File: src/rtl/imem_loader.sv
// Byte-stream program loader for the instruction memory write port.
// Ports: clk, rst, start, load_len, byte_* handshake, we/waddr/wdata, busy, cpu_hold, done, words_written.
module imem_loader #(
  parameter int n = 32,
  parameter int r = 6
) (
  input  logic         clk,
  input  logic         rst,
  input  logic         start,
  input  logic [r:0]   load_len,
  input  logic         byte_valid,
  input  logic [7:0]   byte_data,
  output logic         byte_ready,
  output logic         we,
  output logic [r-1:0] waddr,
  output logic [n-1:0] wdata,
  output logic         busy,
  output logic         cpu_hold,
  output logic         done,
  output logic [r:0]   words_written
);

  localparam int BPW = n / 8;
  localparam int CW  = (BPW > 1) ? $clog2(BPW) : 1;
  localparam logic [CW-1:0] LAST  = CW'(BPW - 1);
  localparam logic [r:0]    DEPTH = {1'b1, {r{1'b0}}};

  localparam logic [1:0] S_IDLE  = 2'd0;
  localparam logic [1:0] S_RECV  = 2'd1;
  localparam logic [1:0] S_WRITE = 2'd2;
  localparam logic [1:0] S_DONE  = 2'd3;

  logic [1:0]    state;
  logic [r:0]    len;
  logic [CW-1:0] cnt;
  logic [n-1:0]  shreg;

  logic          accept;
  logic [n+7:0]  shifted;
  logic [n-1:0]  next_word;
  logic [r:0]    clamp;
  logic [r:0]    ww_inc;

  always_comb begin
    shifted   = {shreg, byte_data};
    next_word = shifted[n-1:0];
    clamp     = (load_len > DEPTH) ? DEPTH : load_len;
    ww_inc    = words_written + 1'b1;
    // rst gates the handshake and the write strobe in the same cycle
    // so an aborted load never consumes a byte or writes memory.
    byte_ready = (state == S_RECV) && !rst;
    we         = (state == S_WRITE) && !rst;
    accept     = byte_valid && byte_ready;
    busy       = (state == S_RECV) || (state == S_WRITE);
    cpu_hold   = busy;
    done       = (state == S_DONE);
  end

  always_ff @(posedge clk) begin
    if (rst) begin
      state         <= S_IDLE;
      len           <= '0;
      cnt           <= '0;
      shreg         <= '0;
      waddr         <= '0;
      wdata         <= '0;
      words_written <= '0;
    end else begin
      case (state)
        S_IDLE, S_DONE: begin
          if (start) begin
            len           <= clamp;
            words_written <= '0;
            cnt           <= '0;
            shreg         <= '0;
            state         <= (clamp == '0) ? S_DONE : S_RECV;
          end
        end
        S_RECV: begin
          if (accept) begin
            shreg <= next_word;
            if (cnt == LAST) begin
              // Present the finished word during the WRITE cycle.
              cnt   <= '0;
              wdata <= next_word;
              waddr <= words_written[r-1:0];
              state <= S_WRITE;
            end else begin
              cnt <= cnt + 1'b1;
            end
          end
        end
        S_WRITE: begin
          words_written <= ww_inc;
          state         <= (ww_inc == len) ? S_DONE : S_RECV;
        end
        default: state <= S_IDLE;
      endcase
    end
  end

endmodule

File: config.mk
export PLATFORM = sky130hd
export DESIGN_NAME = imem_loader
export DESIGN_NICKNAME = d
export VERILOG_FILES = /design/src/rtl/imem_loader.sv
export SDC_FILE = /design/constraint.sdc
export NUM_CORES = 1
export LEC_CHECK = 0
export CAP_MARGIN = 20
export CORE_MARGIN = 2
export CORE_UTILIZATION = 50
export DETAILED_ROUTE_END_ITERATION = 7
export GPL_TIMING_DRIVEN = 0
export PLACE_DENSITY = 0.84
export SYNTH_ARGS = -nofsm -noshare
export SYNTH_HDL_FRONTEND = slang
export SYNTH_SLANG_ARGS = --single-unit
File: constraint.sdc
create_clock -name clk -period 2.36 [get_ports clk]
set_input_delay 0.472 -clock clk [delete_from_list [all_inputs] [get_ports clk]]
set_output_delay 0.472 -clock clk [all_outputs]
set_load 0.03 [all_outputs]
* After elaboration in Yosys (flattened, before gate mapping)
Cells that the tools add are included.
** Word-level totals
- Register bits :: 80
- Input bits :: 19
- Output and inout port bits :: 50
- Logic and storage cells :: 49
** Operators by class
- Add/subtract/negate cells :: 2
- Order comparisons :: 1
- Eq/ne operators :: 8
- Muxes and demuxes :: 16
- Reductions and logical operators :: 15
** Operator list (number)
- 24-bit 2-to-1 mux :: 2
- 24-bit one-hot mux with 2 select lines :: 1
- 2-bit 2-to-1 mux :: 8
- 7-bit 2-to-1 mux :: 2
- 7-bit one-hot mux with 2 select lines :: 1
- 3-bit AND reduction :: 3
- 7-bit by 1-bit adder with 7-bit output, second input constant :: 1
- 7-bit equality test :: 1
- 7-bit > comparator, second input constant :: 1
- 7-bit logical NOT :: 1
- 2-bit equality test, second input constant :: 3
- 2-bit one-hot mux with 3 select lines :: 1
- 2-bit != test, second input constant :: 2
- 2-bit one-hot mux with 2 select lines :: 1
- 2-bit AND reduction :: 2
- 2-bit nonzero test :: 2
- 1-bit logical AND :: 3
- 2-bit by 1-bit adder with 2-bit output, second input constant :: 1
- 2-bit by 1-bit equality test with 1-bit output, second input constant :: 1
- 2-bit logical NOT :: 1
- 2-bit by 1-bit != test with 1-bit output, second input constant :: 1
- 2-bit OR reduction :: 1
- 1-bit logical NOT :: 1
- 1-bit logical OR :: 1

* Depth between registers and ports, before layout
- Depth after elaboration :: 6
- Gate-level depth with buffers :: 9
- Mapped depth without buffers :: 7

* Worst setup path after synthesis
No wires, ideal clock.
- Kind :: register -> register
- Start point :: register state[0]
- End point :: register shreg[23]
- Setup time :: 131 ps
- Arrival time :: 1751 ps
- Data required time :: 2229 ps
- Setup slack :: 478 ps
- Stages on the path, launching flop included :: 10
- Buffers on the path :: 3
- Clock period less this slack :: 1882 ps
- Cell sequence :: dfxtp_1 > inv_1 > ha_1 > nor2b_1 > buf_4 > a211o_1 > buf_4 > buf_2 > nand2_1 > a21oi_2
** On the way
- Longest elaborated chain between the ends :: 5
- Elaborated cells between the ends (all ways) :: 11
- Classes of those cells :: eq/ne (4); mux (1); reduce/logical (6)
** Ends and longest elaborated chain
- start: declaration :: line 33 : logic [1:0] state;
- start signal: assignment :: line 76 : state <= (clamp == '0) ? S_DONE : S_RECV;
- start signal: assignment :: line 95 : state <= (ww_inc == len) ? S_DONE : S_RECV;
- 2-bit by 1-bit equality test with 1-bit output :: line 51, 69
- 1-bit logical AND :: line 51 : byte_ready = (state == S_RECV) && !rst;
- 1-bit logical AND :: line 53 : accept = byte_valid && byte_ready;
- 2-bit != test (no source line)
- 3-bit AND reduction (no source line)
- end signal: assignment :: line 81 : shreg <= next_word;
- end: declaration :: line 36 : logic [n-1:0] shreg;
Several ways; a longest one is shown, not always the timed one.
A chain may end at the register's enable or synchronous reset.

* Worst setup path after layout
- Start point :: register state[0]
- End point :: output cpu_hold
** On the way
- Longest elaborated chain between the ends :: 2
- Elaborated cells between the ends (all ways) :: 3
- Classes of those cells :: eq/ne (2); reduce/logical (1)
** Ends and longest elaborated chain
- 2-bit by 1-bit equality test with 1-bit output / 2-bit equality test (equally long branches) :: line 54 : busy = (state == S_RECV) || (state == S_WRITE);
- 1-bit logical OR * :: line 54
- end: declaration :: line 18 : output logic cpu_hold,
Every way passes the cells marked *; elsewhere a longest branch is shown, timed or not.

==> summary.md <==
| Metric | Value |
|---|---|
| Status | finished clean |
| EDFF count, synth | 0 |
| Ys async rst share | 0% |
| Pins Over Slew Limit | 0 |
| Leakage Power | approximately 0.0015 µW |
| Critical path class | reg -> out |
| Post-route ant nets | 0 |
| RSZ-0062 raised after global routing | no |
| Wire length on met2 | approximately 3700 µm |
| # port buffers | between 60 and 70 |
| Nets@finish | 507 |
| Final wirelength | approximately 7600 µm |
| Endpoints failing setup | 0 |
| Register area share after synthesis | between 40% and 50% |
| CP Max Fanout | 7 |
| Power Density | slightly below 900 mW/mm² |
| Die H | 84.97 µm |
| Worst-margin pin slew | 0.5273 ns |
| Worst path required time | 1.89 ns |
| Vias in the first global route | about 2,700 |
| Gp weighted congestion | between 0.8 and 0.9 |
| Final Hold Fails | 0 |
| Seq cells post-synth | 80 |
| Met3 wire len | between 300 and 400 µm |
| CTS max path bufs | 2 |
| Residual DRC | 0 |
| Fin Clk Skew | ~0.010 ns |
| Post-CTS Resized | 6 |
| Largest net degree at the start of global routing | 16 |
| Post-CTS Setup Repair Bufs | 0 |
| Multi-input gate area | about 0.0015 mm² |
| CTS tree | built |
| Worst VDD drop | 0.0004598 V |
| Wire length per cell | between 10 and 15 µm |
| DR vias | about 3,000 |
| Hold Crit Class | reg -> reg |
| Antenna cell count | 0 |
| Total Power | between 3000 and 4000 µW |
| Max Cap Viol | 0 |
| Tcrit/Tclk final | 95.58% |
| Worst-path clk slew | roughly 0.080 ns |
| CP Capture Type | output port |
| Total CTS buffers | 9 |
| Startpoint of the worst hold path | shreg[22] |
| Die Area | a little over 0.007 mm² |
| Syn Area/Cell | between 8 and 9 µm² |
| Clock sinks | 80 |
| Worst skew pair latency | 0.36 ns |
| Fmax | 443.3 MHz |
| Ratio of cells with drive above 1 in the final layout | 8.214% |
| Antenna violations before repair | 0 |
| DR vias/cell | 5.230 |
| Max layer used | met4 |
| Sequential cell area | about 0.0016 mm² |
| Initial core utilization | 51.63% |
| Metal1 wirelength | 3457 µm |
| DP HPWL | between 5000 and 6000 µm |
| All-Layer GR Usage | between 20% and 30% |
| Mapped Cells | 406 |
| Mapped Nets | roughly 430 |
| CTS Hold Bufs | 0 |
| FILL cells | between 500 and 600 |
| Die width | approximately 85 µm |
| Clk root buf | clkbuf_8 |
| Mapped Area | 0.003278 mm² |
| Main synth FF type | dfxtp_1 |
| Layout area overhead | 28.78% |
| H-tree Lvls | 3 |
| Drt first pass iters | 4 |
| # rows | 29 |
| Final core utilization | roughly 66% |
| Total global routing overflow | 0 |
| Core Footprint | between 0.006 and 0.007 mm² |
| Yosys cell types | just over 40 |
| Global-route wire length before repair | 12,450 µm |
| Crit path DAT | between 1.5 and 2 ns |
| CP startpoint kind | register |
| Fin crit period | 2.256 ns |
| Worst setup startpoint | state[0] |
| Max-slew headroom | 64.85% |
| Initial DRC Count | around 180 |
| Ports | 69 |
| Syn. warnings | 0 |
| Reg-to-reg startpoint | state[0] |
## synthesized netlist by cell type, types with 2 or more instances
cell	count	area, µm²
dfxtp_1	80	1602
buf_1	2	7.510
nand2_1	106	397.9
ha_1	6	75.07
o21ai_0	2	10.01
mux2_2	2	22.52
nand3_1	29	145.1
nor2b_1	2	12.51
nand3b_1	2	15.01
a21o_1	2	15.01
clkbuf_1	15	56.30
a21oi_1	72	360.4
nor2_1	23	86.33
xor2_1	2	17.52
nor3b_1	6	45.04
inv_1	4	15.01
or2b_1	2	15.01
nand2b_1	2	12.51
xnor2_1	7	61.31
buf_2	8	40.04
a22oi_1	5	37.54
nor3_1	4	20.02
buf_6	3	33.78
buf_4	3	22.52
## report_power, final
group | total (µW) | leakage, µW | switching [µW] | internal (µW)
sequential | 1490 | 0.000646 | 72.3 | 1420
combinational | 1220 | 0.000716 | 788 | 433
clock | 948 | 0.0000895 | 526 | 421
## stage by stage
stage | cell area, µm² | hold WS (ns) | TNS, ns | std cells | setup slack (ns)
floorplan | 3278 | 0.4321 | 0 | 406 | 0.4780
global placement | 4045 | 0.4391 | -0.6653 | 550 | -0.5156
detailed placement | 4045 | 0.4460 | -0.7349 | 550 | -0.5399
CTS | 4220 | 0.4573 | 0 | 564 | 0.05702
global route | 4222 | 0.4721 | 0 | 564 | 0.02055
finish | 4222 | 0.4572 | 0 | 564 | 0.1042
## sequential cells by signal, summed over array words and instances (netlist names)
register	flops
words_written	7
state	2
len	7
waddr	6
wdata	32
cnt	2
shreg	24
## per-layer routing
| layer | track usage [%] | vias to the layer above |
|---|---|---|
| met2 | 35.16 | 65 |
| met1 | 28.33 | 1364 |
| met5 | 0 | - |
| met3 | 4.280 | 9 |
| li1 | - | 1512 |
| met4 | 7.937 | 0 |
## worst paths after layout
check | to | slack (ns) | cells after the start
setup / recovery | cpu_hold | 0.10 | 5
hold / removal | wdata[30] | 0.46 | 2
setup reg to reg | shreg[19] | 0.25 | 8
hold reg to reg | wdata[30] | 0.46 | 2
## layout make-up
class                   count  share of cell area, %
inverters                   4                 0.3557
clock inverters             6                  1.186
clock buffers              10                  3.260
repair buffers             67                  15.77
flip-flops and latches     80                  37.94
well taps                  77                  2.282
multi-input cells         290                  35.39
plain buffers              30                  3.823
## logic make-up after synthesis
group | after synthesis | share of synthesized area, %
xor+xnor | 9 | 2.405
simple gates | 182 | 24.47
buf+inv | 36 | 5.572
fa+ha+maj | 6 | 2.290
flops | 80 | 48.86
compound gates | 91 | 15.73
mux | 2 | 0.6870
## worst max-delay path, cell delays in order (launching register included)
cell	delay (ns)
dfxtp_1	0.42
inv_1	0.07
ha_1	0.38
inv_1	0.10
buf_4	0.10
clkdlybuf4s15_1	0.36
## layout by cell type, fill, tap and decap left out, drive strengths merged, types with 5 or more instances in the layout
cell and count:
nand2 106, dfxtp 80, a21oi 73, clkdlybuf4s50 62, nand3 30, nor2 24
clkbuf 24, buf 16, xnor2 7, nor3b 6, ha 6, inv 6
a22oi 5
No activity file was read; power rests on OpenSTA's default activity.
